<file path="src/rtl/wb_bus_arbiter.sv">
// -----------------------------------------------------------------------------
// wb_bus_arbiter
//
// Multi-master Wishbone-classic interconnect. NUM_MASTERS masters share one
// path to NUM_SLAVES address-decoded slaves. Masters are served one at a time
// in round-robin order. Each master gets a registered one-cycle ack. Unmapped
// addresses and slaves that never ack both get an error response instead.
//
// Ports
//   clk_i, rst_ni                 clock, asynchronous active-low reset
//   mstr_stb_i/we_i               per-master strobe / write enable
//   mstr_adr_i/dat_i              packed address / write data (master 0 in LSBs)
//   mstr_ack_o/err_o/dat_o        per-master one-cycle ack, error, read data
//   bus_slv_addr_decode_value/mask  static per-slave decode value / mask
//   slv_stb_o                     strobe, asserted only to the selected slave
//   slv_we_o/adr_o/dat_o          granted master's request, copied to every slave
//   slv_ack_i/dat_i               slave ack / read data
//   busy_o                        high while a transaction is in flight
//   err_count_o                   saturating count of error responses
// -----------------------------------------------------------------------------
module wb_bus_arbiter #(
   parameter int WB_DATA_WIDTH  = 8,
   parameter int WB_ADDR_WIDTH  = 16,
   parameter int NUM_MASTERS    = 2,
   parameter int NUM_SLAVES     = 4,
   parameter int TIMEOUT_CYCLES = 255,
   parameter logic [WB_DATA_WIDTH-1:0] ERR_DATA = 8'hFF
) (
   input  logic                                clk_i,
   input  logic                                rst_ni,
   input  logic [NUM_MASTERS-1:0]              mstr_stb_i,
   input  logic [NUM_MASTERS-1:0]              mstr_we_i,
   input  logic [NUM_MASTERS*WB_ADDR_WIDTH-1:0] mstr_adr_i,
   input  logic [NUM_MASTERS*WB_DATA_WIDTH-1:0] mstr_dat_i,
   output logic [NUM_MASTERS-1:0]              mstr_ack_o,
   output logic [NUM_MASTERS-1:0]              mstr_err_o,
   output logic [NUM_MASTERS*WB_DATA_WIDTH-1:0] mstr_dat_o,
   input  logic [NUM_SLAVES*WB_ADDR_WIDTH-1:0]  bus_slv_addr_decode_value,
   input  logic [NUM_SLAVES*WB_ADDR_WIDTH-1:0]  bus_slv_addr_decode_mask,
   output logic [NUM_SLAVES-1:0]               slv_stb_o,
   output logic [NUM_SLAVES-1:0]               slv_we_o,
   output logic [NUM_SLAVES*WB_ADDR_WIDTH-1:0]  slv_adr_o,
   output logic [NUM_SLAVES*WB_DATA_WIDTH-1:0]  slv_dat_o,
   input  logic [NUM_SLAVES-1:0]               slv_ack_i,
   input  logic [NUM_SLAVES*WB_DATA_WIDTH-1:0]  slv_dat_i,
   output logic                                busy_o,
   output logic [7:0]                          err_count_o
);

   localparam int DW = WB_DATA_WIDTH;
   localparam int AW = WB_ADDR_WIDTH;
   localparam int MW = (NUM_MASTERS > 1) ? $clog2(NUM_MASTERS) : 1;
   localparam int SW = (NUM_SLAVES > 1) ? $clog2(NUM_SLAVES) : 1;
   localparam int TW = (TIMEOUT_CYCLES > 1) ? $clog2(TIMEOUT_CYCLES) : 1;

   // Timer value seen in the last ACTIVE cycle before a timeout is declared.
   localparam logic [TW-1:0] TMO_LAST = TW'(TIMEOUT_CYCLES - 1);

   typedef enum logic [1:0] {
      ST_IDLE   = 2'd0,
      ST_ACTIVE = 2'd1,
      ST_RESP   = 2'd2
   } state_e;

   state_e          state_q, state_d;
   logic [MW-1:0]   grant_q, grant_d;
   logic [MW-1:0]   last_grant_q, last_grant_d;
   logic [SW-1:0]   sel_q, sel_d;
   logic            err_q, err_d;
   logic [DW-1:0]   rdata_q, rdata_d;
   logic [TW-1:0]   tmo_q, tmo_d;
   logic [7:0]      err_count_q, err_count_d;

   // Round-robin candidate index: base + off, wrapped once modulo NUM_MASTERS.
   // off never exceeds NUM_MASTERS, so one subtraction is enough.
   function automatic logic [MW-1:0] rr_index(input logic [MW-1:0] base, input int off);
      int sum;
      sum = int'(base) + off;
      if (sum >= NUM_MASTERS) begin
         sum = sum - NUM_MASTERS;
      end
      return MW'(sum);
   endfunction

   // ---------------------------------------------------------------------------
   // Arbitration and decode for the request that IDLE would accept.
   // ---------------------------------------------------------------------------
   logic            arb_valid;
   logic [MW-1:0]   arb_idx;
   logic [MW-1:0]   cand_idx;
   logic [AW-1:0]   win_adr;
   logic            dec_hit;
   logic [SW-1:0]   dec_idx;

   // NOTE: every signal driven from always_comb gets a default at the top of the
   // block, so no path through the block can leave it holding an old value and
   // infer a latch.
   always_comb begin
      arb_valid = 1'b0;
      arb_idx   = '0;
      cand_idx  = '0;
      // Walk from the farthest candidate back to last_grant+1. Later hits
      // overwrite earlier ones, so the nearest requester after the previous
      // grant wins.
      for (int i = NUM_MASTERS; i >= 1; i--) begin
         cand_idx = rr_index(last_grant_q, i);
         if (mstr_stb_i[cand_idx]) begin
            arb_valid = 1'b1;
            arb_idx   = cand_idx;
         end
      end
   end

   assign win_adr = mstr_adr_i[arb_idx*AW +: AW];

   always_comb begin
      dec_hit = 1'b0;
      dec_idx = '0;
      // Walk from the highest index down so the lowest matching slave wins.
      for (int s = NUM_SLAVES - 1; s >= 0; s--) begin
         if ((win_adr & bus_slv_addr_decode_mask[s*AW +: AW]) ==
             (bus_slv_addr_decode_value[s*AW +: AW] & bus_slv_addr_decode_mask[s*AW +: AW])) begin
            dec_hit = 1'b1;
            dec_idx = SW'(s);
         end
      end
   end

   // ---------------------------------------------------------------------------
   // Granted master and selected slave views.
   // ---------------------------------------------------------------------------
   logic            g_stb;
   logic            g_we;
   logic [AW-1:0]   g_adr;
   logic [DW-1:0]   g_dat;
   logic            sel_ack;
   logic [DW-1:0]   sel_dat;

   assign g_stb   = mstr_stb_i[grant_q];
   assign g_we    = mstr_we_i[grant_q];
   assign g_adr   = mstr_adr_i[grant_q*AW +: AW];
   assign g_dat   = mstr_dat_i[grant_q*DW +: DW];
   assign sel_ack = slv_ack_i[sel_q];
   assign sel_dat = slv_dat_i[sel_q*DW +: DW];

   // Slave side: the request goes to every port, but only the selected slave
   // sees stb. That stb follows the master's stb combinationally, so an
   // abandoned request stops at the slave in the same cycle.
   always_comb begin
      slv_stb_o = '0;
      slv_we_o  = '0;
      slv_adr_o = '0;
      slv_dat_o = '0;
      for (int s = 0; s < NUM_SLAVES; s++) begin
         slv_we_o[s]            = g_we;
         slv_adr_o[s*AW +: AW]  = g_adr;
         slv_dat_o[s*DW +: DW]  = g_dat;
      end
      if (state_q == ST_ACTIVE) begin
         slv_stb_o[sel_q] = g_stb;
      end
   end

   // ---------------------------------------------------------------------------
   // FSM next-state logic.
   // ---------------------------------------------------------------------------
   always_comb begin
      state_d      = state_q;
      grant_d      = grant_q;
      last_grant_d = last_grant_q;
      sel_d        = sel_q;
      err_d        = err_q;
      rdata_d      = rdata_q;
      tmo_d        = tmo_q;
      err_count_d  = err_count_q;

      unique case (state_q)
         ST_IDLE: begin
            if (arb_valid) begin
               grant_d = arb_idx;
               sel_d   = dec_idx;
               tmo_d   = '0;
               if (dec_hit) begin
                  err_d   = 1'b0;
                  state_d = ST_ACTIVE;
               end else begin
                  // Unmapped address: skip the slave and answer with an error.
                  err_d   = 1'b1;
                  state_d = ST_RESP;
               end
            end
         end

         ST_ACTIVE: begin
            if (!g_stb) begin
               // The master abandoned the request. No response is sent, but it
               // still counts as its turn.
               last_grant_d = grant_q;
               state_d      = ST_IDLE;
            end else if (sel_ack) begin
               // Checked before the timeout, so an ack in the last allowed
               // cycle still returns data.
               rdata_d = sel_dat;
               err_d   = 1'b0;
               state_d = ST_RESP;
            end else if ((TIMEOUT_CYCLES != 0) && (tmo_q == TMO_LAST)) begin
               err_d   = 1'b1;
               state_d = ST_RESP;
            end else begin
               tmo_d = tmo_q + 1'b1;
            end
         end

         ST_RESP: begin
            last_grant_d = grant_q;
            state_d      = ST_IDLE;
            if (err_q && (err_count_q != 8'hFF)) begin
               err_count_d = err_count_q + 8'd1;
            end
         end

         default: begin
            state_d = ST_IDLE;
         end
      endcase
   end

   // NOTE: sequential state uses non-blocking assignments only, so every flop
   // samples its pre-edge value regardless of statement order.
   always_ff @(posedge clk_i or negedge rst_ni) begin
      if (!rst_ni) begin
         state_q      <= ST_IDLE;
         grant_q      <= '0;
         last_grant_q <= MW'(NUM_MASTERS - 1);
         sel_q        <= '0;
         err_q        <= 1'b0;
         rdata_q      <= '0;
         tmo_q        <= '0;
         err_count_q  <= '0;
      end else begin
         state_q      <= state_d;
         grant_q      <= grant_d;
         last_grant_q <= last_grant_d;
         sel_q        <= sel_d;
         err_q        <= err_d;
         rdata_q      <= rdata_d;
         tmo_q        <= tmo_d;
         err_count_q  <= err_count_d;
      end
   end

   // ---------------------------------------------------------------------------
   // Master responses. These come straight from state flops, so the ack is
   // registered and only the granted master's bits are ever non-zero.
   // ---------------------------------------------------------------------------
   always_comb begin
      mstr_ack_o = '0;
      mstr_err_o = '0;
      mstr_dat_o = '0;
      if (state_q == ST_RESP) begin
         mstr_ack_o[grant_q]            = 1'b1;
         mstr_err_o[grant_q]            = err_q;
         mstr_dat_o[grant_q*DW +: DW]   = err_q ? ERR_DATA : rdata_q;
      end
   end

   assign busy_o      = (state_q != ST_IDLE);
   assign err_count_o = err_count_q;

endmodule
</file>
<file path="config.mk">
export PLATFORM = sky130hd
export DESIGN_NAME = wb_bus_arbiter
export DESIGN_NICKNAME = d
export VERILOG_FILES = /design/src/rtl/wb_bus_arbiter.sv
export SDC_FILE = /design/constraint.sdc
export NUM_CORES = 1
export LEC_CHECK = 0
export ABC_AREA = 1
export BUFFER_PORTS_ARGS = -buffer_cell sky130_fd_sc_hd__buf_2
export CAP_MARGIN = 30
export CORE_AREA = 2 2 137 139
export DETAILED_ROUTE_END_ITERATION = 6
export DIE_AREA = 0 0 139 141
export HOLD_SLACK_MARGIN = 0.03
export PLACE_DENSITY = 0.64
export SLEW_MARGIN = 0
export SYNTH_ARGS = -nofsm -noshare
export SYNTH_HDL_FRONTEND = slang
export SYNTH_SLANG_ARGS = --single-unit
</file>
<file path="constraint.sdc">
create_clock -name clk_i -period 5 [get_ports clk_i]
set_input_delay 0.5 -clock clk_i [delete_from_list [all_inputs] [get_ports clk_i]]
set_output_delay 0.5 -clock clk_i [all_outputs]
set_load 0.005 [all_outputs]
</file>
==> out/results.tsv, run 1 <==
stage	metric	value	unit
run_status	outcome	completed	
floorplan	FP Rows	50	
setup_path	CP startpoint kind	register	
sta	setup TNS	0	ns
pwr	P_leak	3.665	nW
synth	XOR/XNOR Fraction of Synth Area	0.01769	
synth	mux contribution to synthesized area	0	
cts	clock slew at reported path FFs	0.06	ns
routing	Post-DRT Antenna Nets	0	
sta	clk_skew	0.006299	ns
synth	Synth Area in Adders	0.008425	
pwr	power per cell area	328.9	nW/um2
routing	DR pass1 iterations	5	
setup_path	Crit Path Category	register to register	
cts	Post-CTS Setup Inserts	0	
global_routing	vias in the first global route	5444	
sta	fin crit share	0.5634	
synth	flops & latches, synth	31	
final_layout	layout cells sized above 1	0.3561	
sta	Tmin final	2.817	ns
global_routing	antenna violations before repair	1	
floorplan	die area	19600	um2
cts	CTS resizes	0	
synth	Netlist cell types	29	
synth	synthesized area	4456	um2
final_layout	Net count, final	1290	
floorplan	starting density of the core	0.2439	
final_layout	multi-input logic area	2641	um2
cts	H-Tree Level Count	2	
synth	syn_area_per_cell	5.542	um2
cts	TritonCTS buffer count	5	
routing	initial DRC count	237	
floorplan	core box area	18270	um2
routing	final wirelength	18430	um
cts	Clock Tree Buf Depth	2	
hold_path	Worst Hold Class	input port to async pin	
sta	Fin. Hold Viols	0	
floorplan	die width	139	um
synth	Seq/Total Area, Yosys	0.1744	
routing	vias per inst	4.371	
final_layout	Final Instance Count excl. Fillers	1305	
place	placed cells	1296	
setup_path	Reg2Reg Depth	14	
place	Detailed Place HPWL	16000	um
sta	setup violators final	0	
sta	f_max	0.3550	GHz
synth	largest family of logic cells by synthesized area	simple AND/OR/NAND/NOR gates	
routing	# DRC	0	
setup_path	crit-path max FO	32	
sta	Max Slew Vio Count	0	
floorplan	DIE HEIGHT	141	um
cts	CTS sink count	31	
place	I/O Buffers	350	
setup_path	WP data required	5.17	ns
sta	RSZ-0062 raised after global routing	false	
cts	clk root buf	clkbuf_16	
cts	Worst-Skew Late Latency	0.28	ns
pwr	peak supply drop	0.0001924	V
global_routing	grt ovf	0	
synth	Synth Area in Compound Gates	0.07723	
synth	Syn Inst Count	804	
cts	CTS tree	built	
synth	simple-gate share of the synthesized area	0.4895	
setup_path	crit end category	register	
routing	WL per Instance	14.12	um
routing	via count	5704	
global_routing	GRT Overall Usage	0.1803	
cts	hold-fix buffers at CTS	0	
sta	Tightest Pin Transition	0.8329	ns
place	routability cong.	0.8976	
final_layout	Fillers	2069	
run	maxcap violations	0	
final_layout	area delta synth->final	34.74	%
setup_path	Worst Path Arrival	2.99	ns
synth	Synth Net Count	1025	
final_layout	Seq. cell area	778.2	um2
global_routing	largest net degree at the start of global routing	33	
sta	Max-slew headroom	0.4389	
global_routing	first-pass GRT wire length	28190	um
floorplan	I/O pin total	351	
synth	synth warn	0	
synth_stat cells:
| master | number | area, um2 |
|---|---|---|
| nand2_1 | 299 | 1122 |
| nand3_1 | 102 | 510.5 |
| inv_1 | 90 | 337.8 |
| buf_4 | 81 | 608.1 |
| nor2_1 | 73 | 274.0 |
| dfrtp_1 | 30 | 750.7 |
| o21ai_0 | 24 | 120.1 |
| nand3b_1 | 20 | 150.1 |
| a22oi_1 | 10 | 75.07 |
| a41oi_1 | 8 | 70.07 |
| buf_2 | 7 | 35.03 |
| clkbuf_1 | 7 | 26.28 |
| a21oi_1 | 6 | 30.03 |
| inv_2 | 6 | 22.52 |
| xor2_1 | 6 | 52.55 |
| nor3_1 | 5 | 25.02 |
| o21ai_1 | 5 | 25.02 |
| nand2_2 | 4 | 25.02 |
| ha_1 | 3 | 37.54 |
| nor2_2 | 3 | 18.77 |
| xnor2_1 | 3 | 26.28 |
| clkinv_1 | 2 | 7.510 |
| nand3_2 | 2 | 20.02 |
| nand4_1 | 2 | 12.51 |
| nor2_4 | 2 | 22.52 |
| a21oi_2 | 1 | 8.760 |
| dfstp_2 | 1 | 26.28 |
| o22ai_1 | 1 | 6.260 |
| o41ai_1 | 1 | 8.760 |
cells in the final DEF (no fill, tap or decap), drive strengths merged, types with 3 or more instances in the layout:
| master | n |
|---|---|
| nand3 | 104 |
| ha | 3 |
| nor2 | 78 |
| a41oi | 8 |
| clkbuf | 5 |
| buf | 353 |
| a21oi | 7 |
| nand2 | 303 |
| o21ai | 29 |
| inv | 97 |
| nand3b | 20 |
| xnor2 | 3 |
| nor3 | 5 |
| xor2 | 6 |
| a22oi | 10 |
| dfrtp | 30 |
final timing paths:
| path | startpoint | endpoint | slack [ns] |
|---|---|---|---|
| worst max register to register | last_grant_q$_DFFE_PN1P_ | sel_q[0]$_DFFE_PN0P_ | 2.18 |
| worst max-delay path | last_grant_q$_DFFE_PN1P_ | sel_q[0]$_DFFE_PN0P_ | 2.18 |
| worst min-delay path | rst_ni | err_count_o[4]$_DFFE_PN0P_ | 0.27 |
| min in group clk_i | err_count_o[7]$_DFFE_PN0P_ | err_count_o[7]$_DFFE_PN0P_ | 0.49 |
| worst min register to register | err_count_o[7]$_DFFE_PN0P_ | err_count_o[7]$_DFFE_PN0P_ | 0.49 |
| max in group asynchronous | rst_ni | grant_q$_DFFE_PN0P_ | 4.24 |
area by class of cell:
type | instances | area share
clock buffers | 5 | 0.02084
clock inverters | 3 | 0.003960
flip-flops and latches | 31 | 0.1296
diodes | 1 | 0.0004168
repair buffers | 353 | 0.2951
inverters | 98 | 0.06128
well taps | 234 | 0.04877
multi-input cells | 580 | 0.4400
stage by stage:
step                      worst slack, ns  cell area [um2]  hold WS [ns]  utilization  total power [mW]
after floorplan                     3.153             4456        0.2044            -             1.331
after global placement              1.951             5847        0.4804       0.3201             1.685
after detailed placement            1.913             5852        0.4827       0.3203             1.695
after CTS                           2.154             6001        0.2984       0.3285             2.007
after global routing                1.837             6001        0.3335       0.3285             2.170
final                               2.183             6003        0.2721       0.3286             1.975
cells by family (layout without fill, tap and decap cells):
kind of cell             after synthesis  count (layout)
adder cells (fa/ha/maj)                3               3
AND/OR/NAND/NOR                      512             512
flip-flops                            31              31
AO/OA/AOI/OAI                         56              56
other                                  0               1
XOR/XNOR                               9               9
buffers and inverters                193             459
where the power goes:
| group | internal (mW) | switching (mW) | total (mW) |
|---|---|---|---|
| clock | 0.186 | 0.116 | 0.302 |
| sequential | 0.311 | 0.0881 | 0.399 |
| combinational | 0.525 | 0.749 | 1.27 |
| total | 1.02 | 0.953 | 1.97 |
state kept, by name (all words and copies together) (netlist names):
| signal | count |
|---|---|
| err_count_o | 8 |
| rdata_q | 8 |
| tmo_q | 8 |
| sel_q | 2 |
| state_q | 2 |
| err_q | 1 |
| grant_q | 1 |
| last_grant_q | 1 |
routing by layer:
metal,vias up,wire [um],track usage
li1,2988,-,-
met1,2448,7523,0.2123
met2,252,9261,0.3381
met3,14,1332,0.03567
met4,2,303,0.03934
met5,-,11,0
critical path: stages, from the launching register on:
cell     delay, ns
dfstp_2       0.53
nand2_1       0.04
buf_4         0.23
nand2_2       0.53
nand2_1       0.25
nand2_1       0.18
nand2_1       0.07
nand3_1       0.06
nand2_1       0.08
nor2_1        0.15
nand2_1       0.12
o21ai_0       0.20
o21ai_0       0.11
nand2_1       0.07
nand2_1       0.05
No activity file was read; power rests on OpenSTA's default activity.
==> run 2: changes to the inputs <==
==> constraint.sdc (replaced) <==
create_clock -name clk_i -period 2.7 [get_ports clk_i]
set_input_delay 0.27 -clock clk_i [delete_from_list [all_inputs] [get_ports clk_i]]
set_output_delay 0.27 -clock clk_i [all_outputs]
set_load 0.005 [all_outputs]
==> run 2 against run 1 <==
Critical path type unchanged. Hold slack worse by 0.22 ns. Routed wire length is 2.9% higher. Sequential power is 80% higher. Sequential share of layout area is 0.22 points lower. Critical path depth is 1 higher. First-iteration DRC count is 10% higher. Via count is 4.5% higher. Non-clock buffer count is 9 higher. Critical endpoint unchanged. Die area stayed put. Combinational power is 94% higher.
==> out/results.tsv, run 2 (synthesis results as in run 1) <==
stage	metric	value	unit	change
run_status	outcome	completed		unchanged
global_routing	antenna violations before repair	0		was 1
setup_path	CP startpoint kind	register		unchanged
pwr	peak supply drop	0.0003141	V	was 0.0001924 V
routing	WL per Instance	14.44	um	was 14.12 um
sta	f_max	0.4428	GHz	was 0.3550 GHz
setup_path	Worst R2R Setup Slack	0.44	ns	was 2.18 ns
place	routability cong.	0.9143		was 0.8976
final_layout	n_diodes	0		was 1
final_layout	area delta synth->final	37.10	%	was 34.74%
sta	final worst slack	0.4416	ns	was 2.183 ns
final_layout	Net count, final	1299		was 1290
routing	DR pass1 iterations	5		unchanged
sta	setup violators final	0		unchanged
setup_path	Worst Path Arrival	2.48	ns	was 2.99 ns
setup_path	slowest cell on the critical path	dfstp_2		unchanged
run	maxcap violations	0		unchanged
cts	H-Tree Level Count	2		unchanged
setup_path	crit end category	register		unchanged
sta	setup TNS	0	ns	unchanged
sta	RSZ-0062 raised after global routing	false		unchanged
routing	# DRC	0		unchanged
cts	Post-CTS Setup Inserts	0		unchanged
final_layout	most frequent cells in the layout	buf_2, nand2_1, nand3_1, inv_1, nor2_1		unchanged
cts	clock slew at reported path FFs	0.06	ns	about the same
global_routing	vias in the first global route	5630		was 5444
cts	CTS sink count	31		unchanged
floorplan	die width	139	um	unchanged
cts	CTS resizes	0		unchanged
setup_path	most used cell, CP	nand2_1		unchanged
floorplan	DIE HEIGHT	141	um	unchanged
place	I/O Buffers	350		unchanged
cts	clk root buf	clkbuf_16		unchanged
setup_path	worst setup path start	last_grant_q$_DFFE_PN1P_		unchanged
sta	Fin. Hold Viols	0		unchanged
pwr	power per cell area	629.6	nW/um2	was 328.9 nW/um2
floorplan	starting density of the core	0.2439		unchanged
setup_path	reg2reg start	last_grant_q$_DFFE_PN1P_		unchanged
global_routing	GRT Overall Usage	0.1855		was 0.1803
final_layout	most common cell after layout, fill and taps aside	buf_2		unchanged
cts	hold-fix buffers at CTS	0		unchanged
setup_path	WP data required	2.92	ns	was 5.17 ns
global_routing	grt ovf	0		unchanged
global_routing	first-pass GRT wire length	28980	um	was 28190 um
floorplan	core box area	18270	um2	unchanged
setup_path	CP cell instances	nand2_1, nand2_2, buf_12, nand2_1, nand2_1, nand2_1, nand3_1, nand2_1, nor2_1, nand2_1, nor2_1, o21ai_0, o21ai_0, nand2_1, nand2_1		was nand2_1, buf_4, nand2_2, nand2_1, nand2_1, nand2_1, nand3_1, nand2_1, nor2_1, nand2_1, o21ai_0, o21ai_0, nand2_1, nand2_1
cts	CTS tree	built		unchanged
sta	Max Slew Vio Count	0		unchanged
cts	TritonCTS buffer count	5		unchanged
routing	final wirelength	18970	um	was 18430 um
setup_path	crit-path max FO	18		was 32
floorplan	die area	19600	um2	unchanged
final_layout	layout cells sized above 1	0.3614		was 0.3561
sta	fin crit share	0.8364		was 0.5634
setup_path	CP max stage delay	0.52	ns	was 0.53 ns
sta	Max-slew headroom	0.5031		was 0.4389
place	DP Worst Slack	0.4505	ns	was 1.913 ns
cts	Worst-Skew Late Latency	0.28	ns	about the same
hold_path	Worst Hold Class	input port to async pin		unchanged
routing	via count	5961		was 5704
floorplan	I/O pin total	351		unchanged
sta	clk_skew	0.009967	ns	was 0.006299 ns
pwr	P_leak	3.735	nW	was 3.665 nW
global_routing	largest net degree at the start of global routing	32		was 33
routing	Post-DRT Antenna Nets	0		unchanged
place	Detailed Place HPWL	16450	um	was 16000 um
cts	Clock Tree Buf Depth	2		unchanged
setup_path	Crit Path Category	register to register		unchanged
sta	Tightest Pin Transition	0.7453	ns	was 0.8329 ns
routing	initial DRC count	261		was 237
sta	Tmin final	2.258	ns	was 2.817 ns
floorplan	FP Rows	50		unchanged
routing	vias per inst	4.540		was 4.371
[run 2: changes by cell type in the layout (fill, tap and decap cells not counted), sizes merged]
cell,change
diode,-1
clkbuf,+1
clkinvlp,-2
clkinv,+1
bufinv,+1
inv,-1
buf,+9
[run 2: critical path: cells and delay by family (launching register included)]
family / cells / cell delay [ns]
compound gates: 2 / 0.18
simple gates: 12 / 1.29
flops: 1 / 0.52
buf+inv: 1 / 0.20
[run 2: final timing paths]
kind | end | cells past startpoint
max | sel_q[0]$_DFFE_PN0P_ | 15
min | err_count_o[4]$_DFFE_PN0P_ | 1
max reg2reg | sel_q[0]$_DFFE_PN0P_ | 15
min reg2reg | err_count_o[7]$_DFFE_PN0P_ | 1
max in group asynchronous | grant_q$_DFFE_PN0P_ | 1
min in group clk_i | rdata_q[5]$_DFFE_PN0P_ | 3
[run 2: power breakdown]
part | internal [mW] | switching [mW] | total, mW | leakage (nW)
logic | 1.04 | 1.42 | 2.46 | 3.24
registers | 0.576 | 0.143 | 0.719 | 0.411
clock network | 0.459 | 0.213 | 0.671 | 0.0868
[run 2: layout make-up]
class | count | area, um2
sequential | 31 | 778.2
fill | 2051 | 12160
multi-input combinational | 580 | 2641
clock inverter | 2 | 35.03
clock buffer | 6 | 138.9
timing repair buffer | 362 | 1854
tap | 234 | 292.8
inverter | 98 | 367.9
[run 2: per-layer routing]
layer | track usage | wire [um] | vias to the layer above
li1 | - | - | 3008
met1 | 0.2113 | 7404 | 2624
met2 | 0.3500 | 9561 | 304
met3 | 0.04416 | 1670 | 25
met4 | 0.04253 | 330 | 0
met5 | 0 | 0 | -
[run 2: through the flow]
step	cells	power, mW	hold slack, ns	util	area, um2
global placement	1305	3.197	0.3759	0.3249	5934
floorplan	804	2.466	-0.02559	-	4456
detailed placement	1305	3.208	0.3745	0.3249	5934
CTS	1313	3.905	0.07426	0.3344	6108
finish	1313	3.846	0.05209	0.3344	6108
global route	1313	4.219	0.1032	0.3344	6108
==> run 3: changes to the inputs <==
==> constraint.sdc (replaced) <==
create_clock -name clk_i -period 2.1 [get_ports clk_i]
set_input_delay 0.21 -clock clk_i [delete_from_list [all_inputs] [get_ports clk_i]]
set_output_delay 0.21 -clock clk_i [all_outputs]
set_load 0.005 [all_outputs]
==> run 3 against run 2 <==
Clock skew decreased by 0.0019 ns. First-iteration DRC count decreased by 28%. Flip-flop and latch count unchanged. Power increased by 36%. Global-route usage decreased by 0.32 points. Critical path depth decreased by 11. Routed wire length increased by 0.43%. Sequential share of layout area decreased by 0.92 points. Critical endpoint is now slv_adr_o[41]. Clock power increased by 27%.
==> out/results.tsv, run 3 (synthesis results as in run 1) <==
stage	metric	value	unit	change
cts	Worst-Skew Late Latency	0.28	ns	about the same
final_layout	fin util	0.3604		was 0.3344
final_layout	Net count, final	1323		was 1299
cts	Post-CTS Setup Inserts	0		unchanged
sta	clk_skew	0.008066	ns	was 0.009967 ns
routing	final wirelength	19050	um	was 18970 um
setup_path	Crit Path Category	register to primary output		was register to register
hold_path	Hold Path End	rdata_q[0]$_DFFE_PN0P_		
place	Detailed Place HPWL	16450	um	about the same
routing	initial DRC count	187		was 261
sta	Fin. Hold Viols	0		unchanged
routing	DR pass1 iterations	4		was 5
pwr	P_leak	3.935	nW	was 3.735 nW
cts	TritonCTS buffer count	5		unchanged
sta	RSZ-0062 raised after global routing	true		was false
cts	CTS tree	built		unchanged
setup_path	Crit path max-delay family	buffers and inverters		was simple AND/OR/NAND/NOR gates
setup_path	crit end category	primary output		was register
setup_path	Reg2Reg Depth	14		was 15
final_layout	Final Instance Count excl. Fillers	1337		was 1313
cts	H-Tree Level Count	2		unchanged
pwr	power per cell area	793.3	nW/um2	was 629.6 nW/um2
routing	via count	6021		was 5961
final_layout	layout cells sized above 1	0.4252		was 0.3614
final_layout	most common cell after layout, fill and taps aside	buf_2		unchanged
floorplan	starting density of the core	0.2439		unchanged
cts	Clock Tree Buf Depth	2		unchanged
place	routability cong.	0.9003		was 0.9143
place	I/O Buffers	350		unchanged
cts	clock slew at reported path FFs	0.06	ns	about the same
global_routing	antenna violations before repair	1		was 0
routing	Post-DRT Antenna Nets	0		unchanged
hold_path	Worst Hold Class	input port to register		was input port to async pin
final_layout	most frequent cells in the layout	buf_2, nand2_1, nand3_1, inv_1, nor2_1		unchanged
floorplan	I/O pin total	351		unchanged
global_routing	vias in the first global route	5581		was 5630
sta	Max-slew headroom	0.5166		was 0.5031
setup_path	CP cell instances	buf_4, o21ai_0, buf_4, buf_2		was nand2_1, nand2_2, buf_12, nand2_1, nand2_1, nand2_1, nand3_1, nand2_1, nor2_1, nand2_1, nor2_1, o21ai_0, o21ai_0, nand2_1, nand2_1
setup_path	Worst Path Arrival	1.82	ns	was 2.48 ns
sta	Tightest Pin Transition	0.7250	ns	was 0.7453 ns
hold_path	depth of the worst hold-timing path	3		
sta	Tmin final	2.028	ns	
cts	CTS sink count	31		unchanged
sta	final worst slack	0.07221	ns	was 0.4416 ns
run_status	outcome	completed		unchanged
floorplan	FP Rows	50		unchanged
sta	fin crit share	0.9656		
routing	WL per Instance	14.25	um	was 14.44 um
setup_path	r2r endpoint	sel_q[1]$_DFFE_PN0P_		was sel_q[0]$_DFFE_PN0P_
setup_path	CP startpoint kind	register		unchanged
place	Cell Area, Placed	6117	um2	was 5934 um2
sta	setup violators final	0		unchanged
routing	# DRC	0		unchanged
hold_path	hold path start	slv_dat_i[16]		
setup_path	crit-path max FO	12		was 18
floorplan	die area	19600	um2	unchanged
setup_path	WP data required	1.89	ns	was 2.92 ns
final_layout	n_diodes	0		unchanged
place	placed cells	1326		was 1305
run	maxcap violations	0		unchanged
global_routing	largest net degree at the start of global routing	32		unchanged
floorplan	die width	139	um	unchanged
setup_path	CP bufs+invs	3		was 1
cts	clk root buf	clkbuf_16		unchanged
sta	f_max	0.4931	GHz	
setup_path	reg2reg start	last_grant_q$_DFFE_PN1P_		unchanged
place	DP Worst Slack	-0.07204	ns	was 0.4505 ns
floorplan	core box area	18270	um2	unchanged
global_routing	grt ovf	0		unchanged
sta	Max Slew Vio Count	0		unchanged
final_layout	area delta synth->final	47.77	%	was 37.10%
final_layout	final instance area	6584	um2	was 6108 um2
setup_path	slowest cell on the critical path	dfrtp_2		was dfstp_2
pwr	Pwr Total	5.223	mW	was 3.846 mW
global_routing	GRT Overall Usage	0.1823		was 0.1855
pwr	peak supply drop	0.0004932	V	was 0.0003141 V
global_routing	first-pass GRT wire length	28700	um	was 28980 um
setup_path	Worst R2R Setup Slack	0.12	ns	was 0.44 ns
setup_path	CP max stage delay	0.50	ns	was 0.52 ns
routing	vias per inst	4.503		was 4.540
floorplan	DIE HEIGHT	141	um	unchanged
setup_path	most used cell, CP	buf_4		was nand2_1
[run 3: layout make-up]
type                            count  area (um2)
Clock buffer                        6       138.9
Inverter                           98       367.9
Fill cell                        2009       11680
Sequential cell                    31       778.2
Tap cell                          234       292.8
Clock inverter                      2       35.03
Multi-Input combinational cell    580        2855
Timing Repair Buffer              386        2116
[run 3: worst register-to-register path: stages (launching register included)]
cell     delay [ns]
dfstp_2        0.56
nand2_4        0.09
nand2_8        0.12
buf_12         0.14
nand2_2        0.07
nand2_2        0.10
nand2_1        0.06
nand3_1        0.11
nand2_1        0.07
nor2_1         0.10
nand2_1        0.08
nor2_2         0.16
nor2_2         0.07
nand2_1        0.06
o21ai_1        0.06
[run 3: report_power, final]
| group | internal (mW) | switching, mW | total, mW |
|---|---|---|---|
| logic | 1.52 | 1.94 | 3.46 |
| registers | 0.742 | 0.173 | 0.915 |
| clock network | 0.589 | 0.260 | 0.849 |
[run 3: layer usage]
| metal | vias up | global-route usage | share of wire |
|---|---|---|---|
| met5 | - | 0 | 0.00089 |
| met4 | 2 | 0.03509 | 0.018 |
| met3 | 24 | 0.03635 | 0.078 |
| met2 | 296 | 0.3425 | 0.50 |
| met1 | 2652 | 0.2157 | 0.40 |
| li1 | 3047 | - | - |
[run 3: timing repair]
item,in CTS,in global routing
pin swaps,0,14
hold buffers,1,0
gates cloned,0,2
gates resized for setup,4,69
setup endpoints to repair,5,28
hold endpoints to repair,17,0
[run 3: how the worst max path moves through the flow]
stage,startpoint,to,slack (ns),depth (start not counted)
after floorplan,err_count_o[0]$_DFFE_PN0P_,err_count_o[7]$_DFFE_PN0P_,0.25,11
after global placement,last_grant_q$_DFFE_PN1P_,err_q$_DFFE_PN0P_,-0.03,14
after detailed placement,last_grant_q$_DFFE_PN1P_,state_q[1]$_DFFE_PN0P_,-0.07,14
after CTS,last_grant_q$_DFFE_PN1P_,sel_q[1]$_DFFE_PN0P_,0.03,13
after global routing,last_grant_q$_DFFE_PN1P_,sel_q[1]$_DFFE_PN0P_,-0.03,14
final,grant_q$_DFFE_PN0P_,slv_adr_o[41],0.07,4
[run 3: per-stage QoR]
stage | setup TNS (ns) | hold slack [ns]
6_report | 0 | 0.2314
5_1_grt | -0.1692 | 0.2479
4_1_cts | 0 | 0.2315
3_5_place_dp | -0.2684 | 0.3169
3_3_place_gp | -0.05776 | 0.3126
2_1_floorplan | 0 | -0.08559
